$ cat config.mk
export PLATFORM = sky130hd
export DESIGN_NAME = efc_shdes
export DESIGN_NICKNAME = d
export VERILOG_FILES = /design/src/rtl/efc_shdes_pkg.sv /design/src/rtl/efc_shdes_obuf.sv /design/src/rtl/efc_shdes.sv
export SDC_FILE = /design/constraint.sdc
export NUM_CORES = 1
export LEC_CHECK = 0
export BUFFER_PORTS_ARGS = -buffer_cell sky130_fd_sc_hd__buf_2
export CAP_MARGIN = 25
export CORE_UTILIZATION = 55
export CTS_BUF_LIST = sky130_fd_sc_hd__clkbuf_8
export CTS_CLUSTER_DIAMETER = 150
export DETAILED_ROUTE_END_ITERATION = 16
export HOLD_SLACK_MARGIN = 0.1
export PLACE_DENSITY = 0.85
export SYNTH_ARGS = -nofsm -noshare
export SYNTH_HDL_FRONTEND = slang
export SYNTH_SLANG_ARGS = --single-unit
$ cat constraint.sdc
create_clock -name clk -period 2.81 [get_ports clk]
set_input_delay 0.562 -clock clk [delete_from_list [all_inputs] [get_ports clk]]
set_output_delay 0.562 -clock clk [all_outputs]
set_load 0.02 [all_outputs]
$ cat src/rtl/efc_shdes_pkg.sv
// efc_shdes_pkg
// Shared definitions for the efuse-cluster serial deserializer:
//   state_t    - deserializer FSM states (IDLE, SHIFT)
//   DEF_WIDTH  - default data word width
//   DEF_CNT_W  - default bit-counter width (2^DEF_CNT_W > DEF_WIDTH)
package efc_shdes_pkg;

  typedef enum logic {
    IDLE  = 1'b0,
    SHIFT = 1'b1
  } state_t;

  localparam int DEF_WIDTH = 32;
  localparam int DEF_CNT_W = 6;

endpackage

$ cat src/rtl/efc_shdes_obuf.sv
// efc_shdes_obuf
// One-entry valid/ready holding register between the deserializer and the
// efuse controller. A load is accepted when the buffer is empty or is being
// emptied in the same cycle; otherwise the incoming word is dropped and the
// buffered word is kept untouched.
// Ports:
//   clk, rst   - core clock, synchronous active-high reset
//   load       - a completed word is offered this cycle
//   load_data  - the offered word
//   load_par   - parity-error flag travelling with the offered word
//   rdy        - consumer ready
//   data       - buffered word, stable while vld=1
//   vld        - buffer holds a word
//   par        - parity-error flag of the buffered word
//   drop       - one-cycle pulse: the offered word was dropped (overflow)
module efc_shdes_obuf
  import efc_shdes_pkg::*;
#(
  parameter int WIDTH = DEF_WIDTH
) (
  input  logic             clk,
  input  logic             rst,
  input  logic             load,
  input  logic [WIDTH-1:0] load_data,
  input  logic             load_par,
  input  logic             rdy,
  output logic [WIDTH-1:0] data,
  output logic             vld,
  output logic             par,
  output logic             drop
);

  logic accept;

  // A transfer in the same cycle frees the entry, so the load still fits.
  assign accept = load & (~vld | rdy);
  assign drop   = load & vld & ~rdy;

  // Holding register: a new load wins over the emptying transfer.
  always_ff @(posedge clk) begin
    if (rst) begin
      data <= '0;
      vld  <= 1'b0;
      par  <= 1'b0;
    end else if (accept) begin
      data <= load_data;
      vld  <= 1'b1;
      par  <= load_par;
    end else if (vld & rdy) begin
      vld  <= 1'b0;
      par  <= 1'b0;
    end
  end

endmodule

$ cat src/rtl/efc_shdes.sv
// efc_shdes
// Serial-to-parallel deserializer fed by the efuse-cluster edge detectors.
// Collects MSB-first words from serial-clock strobes inside a frame and
// hands them to the efuse controller through a one-entry valid/ready buffer.
// Optional feature macro: EFC_SHDES_PARITY_EN -- each word is followed by an
// even-parity bit and par_err reports a mismatch for the presented word.
// Ports:
//   clk, rst   - core clock, synchronous active-high reset
//   sclk_rise  - serial clock rising-edge strobe
//   frm_rise   - frame start strobe
//   frm_fall   - frame end strobe
//   sdata      - serial data, sampled with sclk_rise
//   word_rdy   - consumer ready
//   clr_err    - clears the sticky ovf_err / frm_err flags
//   word       - assembled word, stable while word_vld=1
//   word_vld   - word valid
//   busy       - frame in progress (SHIFT state)
//   ovf_err    - sticky: a completed word was dropped
//   frm_err    - sticky: frame ended or restarted mid-word
//   par_err    - parity mismatch of the presented word (0 without parity)
module efc_shdes
  import efc_shdes_pkg::*;
#(
  parameter int WIDTH = DEF_WIDTH,
  parameter int CNT_W = DEF_CNT_W
) (
  input  logic             clk,
  input  logic             rst,
  input  logic             sclk_rise,
  input  logic             frm_rise,
  input  logic             frm_fall,
  input  logic             sdata,
  input  logic             word_rdy,
  input  logic             clr_err,
  output logic [WIDTH-1:0] word,
  output logic             word_vld,
  output logic             busy,
  output logic             ovf_err,
  output logic             frm_err,
  output logic             par_err
);

  // Count value of the strobe that completes a word: the parity bit follows
  // the last data bit when parity is enabled.
`ifdef EFC_SHDES_PARITY_EN
  localparam logic [CNT_W-1:0] CNT_LAST = CNT_W'(WIDTH);
`else
  localparam logic [CNT_W-1:0] CNT_LAST = CNT_W'(WIDTH - 1);
`endif

  state_t           state, state_nxt;
  logic [CNT_W-1:0] cnt, cnt_nxt;
  logic [WIDTH-1:0] sreg, sreg_nxt, shifted, load_data;
  logic             load, load_par, frm_set, ovf_set;
  logic             ovf_q, frm_q;

  assign shifted = {sreg[WIDTH-2:0], sdata};

  // With parity the data bits are already in sreg when the parity bit
  // arrives; the incoming bit is the parity itself.
`ifdef EFC_SHDES_PARITY_EN
  assign load_data = sreg;
  assign load_par  = (^sreg) ^ sdata;
`else
  assign load_data = shifted;
  assign load_par  = 1'b0;
`endif

  // State, bit counter and shift register.
  always_ff @(posedge clk) begin
    if (rst) begin
      state <= IDLE;
      cnt   <= '0;
      sreg  <= '0;
    end else begin
      state <= state_nxt;
      cnt   <= cnt_nxt;
      sreg  <= sreg_nxt;
    end
  end

  // Next-state logic. In SHIFT a frame restart overrides a same-cycle bit;
  // otherwise the bit is shifted first and a frame end is judged on the
  // resulting count, so a word completed by that bit is not truncated.
  always_comb begin
    state_nxt = state;
    cnt_nxt   = cnt;
    sreg_nxt  = sreg;
    load      = 1'b0;
    frm_set   = 1'b0;
    case (state)
      IDLE: begin
        if (frm_rise) begin
          state_nxt = SHIFT;
          cnt_nxt   = '0;
        end
      end
      SHIFT: begin
        if (frm_rise) begin
          cnt_nxt = '0;
          frm_set = (cnt != '0);
        end else begin
          if (sclk_rise) begin
            sreg_nxt = shifted;
            if (cnt == CNT_LAST) begin
              cnt_nxt = '0;
              load    = 1'b1;
            end else begin
              cnt_nxt = cnt + 1'b1;
            end
          end
          if (frm_fall) begin
            state_nxt = IDLE;
            frm_set   = (cnt_nxt != '0);
            cnt_nxt   = '0;
          end
        end
      end
      default: begin
        state_nxt = IDLE;
        cnt_nxt   = '0;
      end
    endcase
  end

  efc_shdes_obuf #(
    .WIDTH (WIDTH)
  ) u_obuf (
    .clk       (clk),
    .rst       (rst),
    .load      (load),
    .load_data (load_data),
    .load_par  (load_par),
    .rdy       (word_rdy),
    .data      (word),
    .vld       (word_vld),
    .par       (par_err),
    .drop      (ovf_set)
  );

  // Sticky error flags: a new error in the clearing cycle keeps the flag set.
  always_ff @(posedge clk) begin
    if (rst) begin
      ovf_q <= 1'b0;
      frm_q <= 1'b0;
    end else begin
      if (ovf_set)      ovf_q <= 1'b1;
      else if (clr_err) ovf_q <= 1'b0;
      if (frm_set)      frm_q <= 1'b1;
      else if (clr_err) frm_q <= 1'b0;
    end
  end

  assign ovf_err = ovf_q;
  assign frm_err = frm_q;
  assign busy    = (state == SHIFT);

endmodule

==> reports/qor.yml <==
grt_pass1_wl_um: 9270
dr.pass1.iters: 4
finalCritPeriodShare: 0.648
clock_path_buffers: 2
grt_antenna_before_repair: 0
grt_pass1_vias: 2122
cp_max_fo: 32
min_path_cells: 2
cp.arrival_ps: 2080
cp_slowest_cell: "dfxtp_1"
tns_ps: 0
maxSlewHeadroom: 0.454
power_density_mw_per_mm2: 563
p_leak_uw: 0.00119
outcome: "complete, no violations"
postSynthAreaPerCell_um2: 7.91
die-area_mm2: 0.00541
cts_setup_buffers: 0
synth_edf_count: 0
synth_seq_cells: 73
path_delay_family: "simple AND/OR/NAND/NOR gates"
hp-start: "u_obuf.data[10]"
drive_gt1_frac: 0.165
ctsHoldBuffers: 0
die_w_um: 73.6
clock_latency_ps: 330
synth_fp_nets: 366
wl_per_cell_um: 12.1
endpoint_kind: "register"
rows: 25
hp-class: "reg2reg"
clock_skew_ps: 6.79
ys.flop_type: "dfxtp_1"
tritoncts: "built"
io_pins: 45
crit_buf_inv: 1
path_clk_slew_ps: 70
drc: 0
cap_violations: 0
hold_end: "u_obuf.data[10]"
area_growth_pct: 13.9
gp_congestion: 0.884
ys_async_sr_fraction: 0
setup_viol: 0
drt-vias-per-instance: 5.24
io_buffers: 43
n_fill_cell: 440
yosysWarnings: 0
num_vias: 2423
antennaDiodeCount: 0
r2r-start: "cnt[0]"
coreArea_mm2: 0.00482
dp_hpwl_um: 3540
min_period_ps: 1820
cts.sink_count: 73
nets: 400
antenna_left: 0
grt_max_degree: 48
cts_buffers: 9
seq_area_frac_synth: 0.519
cts_resized: 0
crit_required_ps: 3070
synth_cell_types: 40
syn_inst: 356
worstReg2RegEnd: "u_obuf.data[20]"
routed_wl_um: 5580
rsz0062_at_grt: "false"
root_buffer: "clkbuf_8"
crit_chain: "ha_1 -> nand2b_1 -> nor4_4 -> buf_4 -> nand2_1 -> a21oi_1"
maxSlewViolCount: 0
drtIter0Drc: 184
grt.total_usage: 0.228
r2r_cells: 6
reg2reg_slack_ps: 990
htreeDepth: 3
critical_path_class: "reg2reg"
fmax_mhz: 550
overflow: 0
netlist_area_mm2: 0.00282
max-vdd-ir-drop_v: 0.000298
initial_utilization: 0.585
critPathLaunchType: "register"
utilization: 0.666
hold_viol: 0
worstMarginPinSlew_ps: 820
dieHeight_um: 73.6
slowest_delay_ps: 450
worst min-delay path, cell delays in order (launching register included):
cell,delay [ps]
dfxtp_1,310
nand2_1,50
a21oi_1,50
sequential cells by signal (all words and copies together), names as in the netlist:
name         count
busy             1
cnt              6
frm_err          1
ovf_err          1
sreg            31
u_obuf.data     32
u_obuf.vld       1
cells by family after synthesis:
family	Yosys count	synth area share
AOI/OAI and AO/OA	84	0.161
xor gates and xnor gates	2	0.00622
adders and majority gates	2	0.00888
buffers and inverters	31	0.0515
DFF	73	0.519
other	1	0.00133
and+or+nand+nor	163	0.252
worst max path at each step:
stage | startpoint | to | slack, ps | depth (start not counted)
2_1_floorplan | frm_rise | cnt[5] | 1090 | 4
3_3_place_gp | frm_rise | cnt[5] | 970 | 4
3_5_place_dp | sclk_rise | u_obuf.data[23] | 980 | 6
4_1_cts | cnt[0] | u_obuf.data[0] | 980 | 6
5_1_grt | cnt[0] | u_obuf.data[14] | 760 | 6
6_report | cnt[0] | u_obuf.data[20] | 990 | 6
layout make-up:
type | instances | area [µm²] | area share
clock buffers | 11 | 151 | 0.0472
well taps | 67 | 83.8 | 0.0261
repair buffers | 49 | 260 | 0.0811
inverters | 5 | 18.8 | 0.00585
flip-flops and latches | 73 | 1460 | 0.455
multi-input cells | 252 | 1210 | 0.377
clock inverters | 5 | 23.8 | 0.00741
metal layers:
| metal | share of wire | vias to the layer above | track usage |
|---|---|---|---|
| li1 | - | 1245 | - |
| met1 | 0.47 | 1115 | 0.296 |
| met2 | 0.47 | 59 | 0.348 |
| met3 | 0.047 | 4 | 0.0631 |
| met4 | 0.0086 | 0 | 0.113 |
| met5 | 0 | - | 0 |
stage by stage:
step	power [µW]	instances	area [µm²]	setup slack (ps)	hold slack, ps
final	1810	462	3210	990	451
after global routing	1870	462	3210	764	471
after CTS	1820	462	3210	977	453
after detailed placement	1120	446	3030	983	443
after global placement	1120	446	3030	971	440
after floorplan	1110	356	2820	1090	432
cell usage after synthesis (2+ instances only):
master	n	share of area
a21oi_1	71	0.13
a32oi_1	2	0.0062
buf_2	8	0.014
buf_4	3	0.0080
clkbuf_1	14	0.019
dfxtp_1	73	0.52
ha_1	2	0.0089
inv_1	5	0.0067
nand2_1	130	0.17
nand2b_1	2	0.0044
nand3_1	2	0.0036
nand4_1	4	0.0089
nor2_1	7	0.0093
nor2b_1	3	0.0067
nor3_1	2	0.0036
nor4b_1	2	0.0062
o211ai_1	2	0.0053
o21ai_0	2	0.0036
power by group:
group	switching [µW]	internal, µW	leakage, µW	total (µW)
registers	3.02	1040	0.000588	1040
logic	40.9	14.1	0.000502	55.0
clock network	355	358	0.0000991	713
layout by cell type, fill, tap and decap left out, types with 2 or more instances in the layout:
cell type,n
a21oi_1,71
a32oi_1,2
buf_2,43
buf_4,6
clkbuf_8,11
dfxtp_1,73
ha_1,2
inv_1,8
nand2_1,130
nand2b_1,2
nand3_1,2
nand4_1,4
nor2_1,7
nor2b_1,3
nor3_1,2
nor4b_1,2
o211ai_1,2
o21ai_0,2
Note: power is estimated with default switching activity, not from simulation.
